### src/rtl/logic_diag_pkg.sv
// Shared types and constants for the logic-diagram sweep engine.
// The golden table is bit v = z for vector v = {x1,x2,x3,x4}.
package logic_diag_pkg;

  localparam int unsigned VEC_W   = 4;
  localparam int unsigned NUM_VEC = 16;

  localparam logic [NUM_VEC-1:0] LOGIC_DIAG2_TT = 16'hA080;
  localparam logic [VEC_W-1:0]   LAST_VEC       = VEC_W'(NUM_VEC - 1);

  typedef enum logic [1:0] {
    IDLE   = 2'd0,
    SETTLE = 2'd1,
    SAMPLE = 2'd2,
    DONE   = 2'd3
  } sweep_state_e;

endpackage

### src/rtl/sweep_settle_timer.sv
// Loadable down-counter that holds a vector stable for CYCLES clocks.
// Loaded with CYCLES-1 on entry to SETTLE, so expired is high on the last settle cycle.
module sweep_settle_timer #(
  parameter int unsigned CYCLES = 1
) (
  input  logic clk,
  input  logic rst,
  input  logic i_load,
  input  logic i_en,
  output logic o_expired
);

  localparam int unsigned W = (CYCLES < 1) ? 1 : $clog2(CYCLES + 1);
  localparam logic [W-1:0] RELOAD = W'(CYCLES - 1);

  logic [W-1:0] r_count;

  // NOTE: sequential state uses <= so every flop samples its pre-edge inputs.
  always_ff @(posedge clk) begin
    if (rst) begin
      r_count <= '0;
    end else if (i_load) begin
      r_count <= RELOAD;
    end else if (i_en && (r_count != '0)) begin
      r_count <= r_count - W'(1);
    end
  end

  assign o_expired = (r_count == '0);

endmodule

### src/rtl/logic_diag_sweeper.sv
// Exhaustive 16-vector stimulus/response engine for a 4-input logic-diagram block:
// drives x1..x4, samples z after a settle time, builds the truth table and scores it.
module logic_diag_sweeper
  import logic_diag_pkg::*;
#(
  parameter int unsigned        SETTLE_CYCLES = 1,
  parameter logic [NUM_VEC-1:0] EXPECTED      = LOGIC_DIAG2_TT
) (
  input  logic             clk,
  input  logic             rst,
  input  logic             start,
  input  logic             z,
  output logic             x1,
  output logic             x2,
  output logic             x3,
  output logic             x4,
  output logic             busy,
  output logic             done,
  output logic             pass,
  output logic [NUM_VEC-1:0] truth_table,
  output logic             fail_valid,
  output logic [VEC_W-1:0] fail_index
);

  sweep_state_e r_state;
  sweep_state_e w_next_state;

  logic [VEC_W-1:0]   r_vec;
  logic               r_busy;
  logic               r_pass;
  logic [NUM_VEC-1:0] r_truth_table;
  logic               r_fail_valid;
  logic [VEC_W-1:0]   r_fail_index;

  logic               w_timer_load;
  logic               w_timer_en;
  logic               w_timer_expired;
  logic               w_last_vec;
  logic               w_mismatch;
  logic [NUM_VEC-1:0] w_tt_next;

  sweep_settle_timer #(
    .CYCLES(SETTLE_CYCLES)
  ) u_settle_timer (
    .clk      (clk),
    .rst      (rst),
    .i_load   (w_timer_load),
    .i_en     (w_timer_en),
    .o_expired(w_timer_expired)
  );

  assign w_last_vec = (r_vec == LAST_VEC);
  assign w_mismatch = (z != EXPECTED[r_vec]);

  // Table as it will be after this SAMPLE cycle; lets pass see the vector-15 sample.
  always_comb begin
    w_tt_next        = r_truth_table;
    w_tt_next[r_vec] = z;
  end

  always_ff @(posedge clk) begin
    if (rst) begin
      r_state <= IDLE;
    end else begin
      r_state <= w_next_state;
    end
  end

  // NOTE: every output of this block gets a default first, so no path can infer a latch.
  always_comb begin
    w_next_state = r_state;
    w_timer_load = 1'b0;
    w_timer_en   = 1'b0;
    unique case (r_state)
      IDLE: begin
        if (start) begin
          w_next_state = SETTLE;
          w_timer_load = 1'b1;
        end
      end
      SETTLE: begin
        w_timer_en = 1'b1;
        if (w_timer_expired) begin
          w_next_state = SAMPLE;
        end
      end
      SAMPLE: begin
        if (w_last_vec) begin
          w_next_state = DONE;
        end else begin
          w_next_state = SETTLE;
          w_timer_load = 1'b1;
        end
      end
      DONE: begin
        w_next_state = IDLE;
      end
      default: begin
        w_next_state = IDLE;
      end
    endcase
  end

  // NOTE: the truth table is a flop vector, not a RAM, so it is reset with the rest of the state.
  always_ff @(posedge clk) begin
    if (rst) begin
      r_vec         <= '0;
      r_busy        <= 1'b0;
      r_pass        <= 1'b0;
      r_truth_table <= '0;
      r_fail_valid  <= 1'b0;
      r_fail_index  <= '0;
    end else begin
      unique case (r_state)
        IDLE: begin
          if (start) begin
            r_vec         <= '0;
            r_busy        <= 1'b1;
            r_pass        <= 1'b0;
            r_truth_table <= '0;
            r_fail_valid  <= 1'b0;
            r_fail_index  <= '0;
          end
        end
        SAMPLE: begin
          r_truth_table <= w_tt_next;
          if (w_mismatch && !r_fail_valid) begin
            r_fail_valid <= 1'b1;
            r_fail_index <= r_vec;
          end
          if (w_last_vec) begin
            r_pass <= (w_tt_next == EXPECTED);
          end else begin
            r_vec <= r_vec + VEC_W'(1);
          end
        end
        DONE: begin
          r_busy <= 1'b0;
        end
        default: begin
        end
      endcase
    end
  end

  assign {x1, x2, x3, x4} = r_vec;
  assign busy             = r_busy;
  assign done             = (r_state == DONE);
  assign pass             = r_pass;
  assign truth_table      = r_truth_table;
  assign fail_valid       = r_fail_valid;
  assign fail_index       = r_fail_index;

endmodule

### config.mk
export PLATFORM = sky130hd
export DESIGN_NAME = logic_diag_sweeper
export DESIGN_NICKNAME = d
export VERILOG_FILES = /design/src/rtl/logic_diag_pkg.sv /design/src/rtl/sweep_settle_timer.sv /design/src/rtl/logic_diag_sweeper.sv
export SDC_FILE = /design/constraint.sdc
export NUM_CORES = 1
export LEC_CHECK = 0
export CORE_ASPECT_RATIO = 1.75
export CORE_MARGIN = 2
export CORE_UTILIZATION = 30
export CTS_CLUSTER_SIZE = 14
export DETAILED_ROUTE_END_ITERATION = 6
export HOLD_SLACK_MARGIN = 0.06
export RECOVER_POWER = 100
export REMOVE_ABC_BUFFERS = 1
export SETUP_SLACK_MARGIN = 0.2
export SYNTH_ARGS = -nofsm -noshare
export SYNTH_HDL_FRONTEND = slang
export SYNTH_SLANG_ARGS = --single-unit
### constraint.sdc
create_clock -name clk -period 5.72 [get_ports clk]
set_clock_uncertainty 0.2 [all_clocks]
set_input_delay 0.858 -clock clk [delete_from_list [all_inputs] [get_ports clk]]
set_output_delay 0.858 -clock clk [all_outputs]
set_load 0.02 [all_outputs]
# After elaboration in Yosys (flattened, before gate mapping)

Memories as Yosys holds them, arrays and structs flattened. A register that Yosys moved wholly into a read port is not among the register bits.
Index checks and enable logic that the tools add are counted.

Add/subtract/negate cells: 2
Multiply operators: 0
Divide/modulo/power cells: 0
Order comparisons: 2
Equal/unequal tests: 11
Shifts and indexed selects: 0
Mux-type cells: 28
Bitwise logic cells: 0
Reductions and logical operators: 14

Operators with widths:

| operator               | count |
|---|---|
| $pmux W16 S2           | 1 |
| $mux W4                | 5 |
| $bwmux W16             | 1 |
| $eq A16 B16 Y1 const B | 1 |
| $mux W16               | 1 |
| $pmux W4 S2            | 2 |
| $ne A2 B2 Y1 const B   | 5 |
| $mux W1                | 9 |
| $reduce_and A3 Y1      | 3 |
| $pmux W1 S2            | 4 |
| $pmux W2 S4            | 1 |
| $mux W2                | 3 |
| $reduce_and A2 Y1      | 3 |
| $lt A4 B5 Y1 const B   | 1 |
| $add A4 B1 Y4 const B  | 1 |
| $demux W1 S4           | 1 |
| $eq A2 B2 Y1 const B   | 2 |
| $eq A4 B4 Y1 const B   | 1 |
| $ge A4 B1 Y1 const B   | 1 |
| $reduce_bool A2 Y1     | 2 |
| $logic_and A1 B1 Y1    | 3 |
| $eq A2 B1 Y1 const B   | 1 |
| $logic_not A2 Y1       | 1 |
| $reduce_or A2 Y1       | 1 |
| 3 further kinds        | 3 |

Bits in registers: 30
Latch bits: 0
Bits in writable memories: 0
ROM bits: 16
Bits of input ports: 4
Output and inout port bits: 28
Memories kept: 1

Memories:

| name            | depth | bits a word | rd ports | clocked after memory_dff | write ports | line                     | source |
|---|---|---|---|---|---|---|---|
| (no name shown) | 16    | 1           | 1        | 1                        | 0           | logic_diag_sweeper.sv:53 | `assign w_mismatch = (z != EXPECTED[r_vec]);` |

# Logic depth before layout (Yosys ltp)

Depth in word-level cells: 8
Mapped depth: 7
Gate-level depth less buffers: 7

# Modules after synthesis

A second synthesis with hierarchy kept.

Cell total of the unflattened synthesis: 215
Area, all modules: 1722.9 um^2

By module, submodules not included:

| module             | times used | cells each | area each (um^2) | seq. area each (um^2) |
|---|---|---|---|---|
| logic_diag_sweeper | 1          | 212        | 1684.1           | 600.6 |
| sweep_settle_timer | 1          | 3          | 38.8             | 20.0 |

# Worst setup path before layout

Ideal clock, no wire load.

Kind: input-to-reg
From: in z
To: reg r_pass (netlist: pass)
Arrival: 1.804 ns
Setup slack: 3.657 ns
Stages: 6
Path buffers: 1
Cells stage by stage: buf_2 nand2b_1 o32ai_1 o32ai_1 nor3_2 a31o_1

Word-level cells in the longest chain between the ends: 4

RTL lines:

| what                 | line                      | source |
|---|---|---|
| from (decl)          | logic_diag_sweeper.sv:12  | `input logic z,` |
| $bwmux W16           | logic_diag_sweeper.sv:58  | `w_tt_next[r_vec] = z;` |
| $eq A16 B16 Y1       | logic_diag_sweeper.sv:132 | `r_pass <= (w_tt_next == EXPECTED);` |
| $mux W1              | logic_diag_sweeper.sv:131 | `if (w_last_vec) begin` |
| $pmux W1 S2          | logic_diag_sweeper.sv:114 | `unique case (r_state)` |
| to (signal assigned) | logic_diag_sweeper.sv:132 |  |
| to (decl)            | logic_diag_sweeper.sv:30  | `logic r_pass;` |

Every way passes these cells. The select of a mux whose other input is x is not followed.
A chain may end at the register's enable or synchronous reset.

==> run metrics <==
first-pass GRT wire length=8.27 mm; final worst-path cycle share=0.559; Worst EP required=5.69 ns; total I/O pin count=32; final-stage net count=256; Startpoint Class=input pin; most common cell after layout, fill and taps aside=a21oi_1; Pleak=0.913 nW; Async S/R FF share, synth=0; IO buf count=31; drt pass-1 iters=4; total CTS buffers=5; CP max FO=18; Core Area=between 5000 and 6000 µm²; Max Freq=313 MHz; crit path capture type=flip-flop; combinational share of power=0.074; CTS tree=yes; crit path DAT=3.16 ns; CP max stage cell=o21bai_1; Detailed Route Iter0 Violations=between 100 and 150; Yosys warnings=0; grt ovf=0; RSZ-0062 raised after global routing=no; drt wl/cell=15.6 µm; Max-Cap Viols=0; synthesized area=1790 µm²; Distinct cells, synth=52; CP Cell Sequence=dlygate4sd3_1 > o21bai_1 > nor4_1 > nand3_1 > o211ai_1 > a2111oi_0; slowest stage delay, CP=just over 0.9 ns; post-CTS sizing=0; Antenna diodes=0; Synth top area share=0.346; routed via count=approximately 1,700; mean area per synthesized cell=8.08 µm²; Clock Tree Buf Depth=2; largest net degree at the start of global routing=30; type of the worst min-delay path=flip-flop to flip-flop; initial antenna violation count=0; Reg clk slew, reported paths=0.08 ns; layout cell share with drive strength beyond 1=0.0766; cell internal pwr=371 µW; IR drop worst, VDD=about 0.075 mV; row count=37; status=finished, final reports clean; die extent in x=62.5 µm; switching share of total power=0.240; most frequent cells in the layout=a21oi_1, dfxtp_1, dlygate4sd3_1; Least-Margin Pin Slew=1.19 ns; Starting Density=0.308; EDFF count, synth=0; die area=approximately 6600 µm²; postcts setup bufs=0; # DRC=0; Synth area leader=dfxtp_1; worst-skew pair later-pin latency=0.29 ns; largest cells by area after synthesis=dfxtp_1, a21oi_1, nor2_1; Synth Register Bits=31; P_sw=117 µW; post-DP HPWL=3.66 mm; share of power burned in registers=0.454; WHS=0.289 ns; utilization after layout=0.378; DRT Wirelength=5.07 mm; Sink Count=31; post-route ant nets=0; vias in the first global route=around 1,700; Crit Path Class=input pin to flip-flop; vias per cell=approximately 5.3; total track usage=0.158; root buffer cell=clkbuf_8; hold buffer count at cts=0; Clock power frac=0.473; chip height=about 110 µm; Fin Setup TNS=0 ns; fin crit period=3.20 ns; H-tree depth=2; Hold Fails Final Rpt=0; max-slew violation count=0; relative slew slack=0.208; pwr dens=222 nW/µm²; gpl congestion=approximately 0.8; cell count after synthesis=222; Filler cells=roughly 630; ys flop type=dfxtp_1; Setup-failing EPs final=0; Seq/Total Area, Yosys=0.346; Area growth, synth to finish=22.7%
==> final cells by class <==
cell class                      count  area [µm²]  share of cell area
Clock buffer                        6        82.6              0.0375
Clock inverter                      2        35.0              0.0159
Inverter                            9        36.3              0.0165
Multi-Input combinational cell    166        1000               0.455
Sequential cell                    31         621               0.282
Tap cell                           78        97.6              0.0443
Timing Repair Buffer               34         329               0.149
==> kinds of logic (layout without fill, tap and decap cells) <==
kind of cell / Yosys count / in the layout / synth area share
mux: 4 / 4 / 0.0223
simple gates: 80 / 80 / 0.249
compound gates: 76 / 76 / 0.266
fa+ha+maj: 5 / 5 / 0.0349
flops: 31 / 31 / 0.346
xor+xnor: 1 / 1 / 0.00488
buf+inv: 25 / 51 / 0.0767
==> power groups by stage <==
| stage | clock network (mW) | registers [mW] | logic [mW] |
|---|---|---|---|
| after global placement | 0 | 0.226 | 0.0383 |
| final | 0.231 | 0.221 | 0.0359 |
| after floorplan | 0 | 0.227 | 0.0212 |
| after CTS | 0.233 | 0.222 | 0.0387 |
| after global routing | 0.243 | 0.222 | 0.0398 |
| after detailed placement | 0 | 0.227 | 0.0386 |
==> metal layers <==
metal,GRT usage,up-vias,routed length [µm]
met1,0.156,832,1890
li1,-,846,-
met5,0,-,0
met2,0.301,50,2830
met4,0.103,0,191
met3,0.0201,14,162
==> final timing paths <==
path | start | end | slack (ns) | depth (start not counted)
hold reg to reg | fail_index[1]$_SDFFE_PP0P_ | fail_index[1]$_SDFFE_PP0P_ | 0.29 | 1
setup / recovery | start | flip-flop | 2.52 | 6
hold / removal | fail_index[1]$_SDFFE_PP0P_ | fail_index[1]$_SDFFE_PP0P_ | 0.29 | 1
setup reg to reg | r_vec[0]$_SDFFE_PP0N_ | flip-flop | 2.95 | 6
==> worst max-delay path, delay by kind of cell <==
kind | cells | cell delay (ns)
AND/OR/NAND/NOR | 2 | 0.28
AO/OA/AOI/OAI | 3 | 1.44
buffers and inverters | 1 | 0.57
==> state kept, by name, summed over array words and instances, names as in the netlist, named ones only <==
name and flops:
busy 1, fail_index 4, r_state 2, truth_table 16
u_settle_timer.r_count 1, r_vec 4, pass 1, fail_valid 1
==> stage by stage <==
step / power (mW) / worst slack [ns] / instances / instance area (µm²)
finish: 0.488 / 2.52 / 326 / 2200
global route: 0.504 / 2.20 / 326 / 2200
CTS: 0.493 / 3.07 / 326 / 2240
detailed placement: 0.265 / 2.86 / 318 / 2120
global placement: 0.265 / 2.91 / 318 / 2120
floorplan: 0.248 / 3.47 / 206 / 1690
==> Yosys cell counts, drive strengths merged, types with 5 or more instances <==
cell / instances
a21oi: 32
buf: 11
clkbuf: 5
dfxtp: 31
ha: 5
inv: 9
nand2: 17
nand2b: 6
nand3: 8
nor2: 21
o21ai: 16
Note: power is estimated with default switching activity, not from simulation.
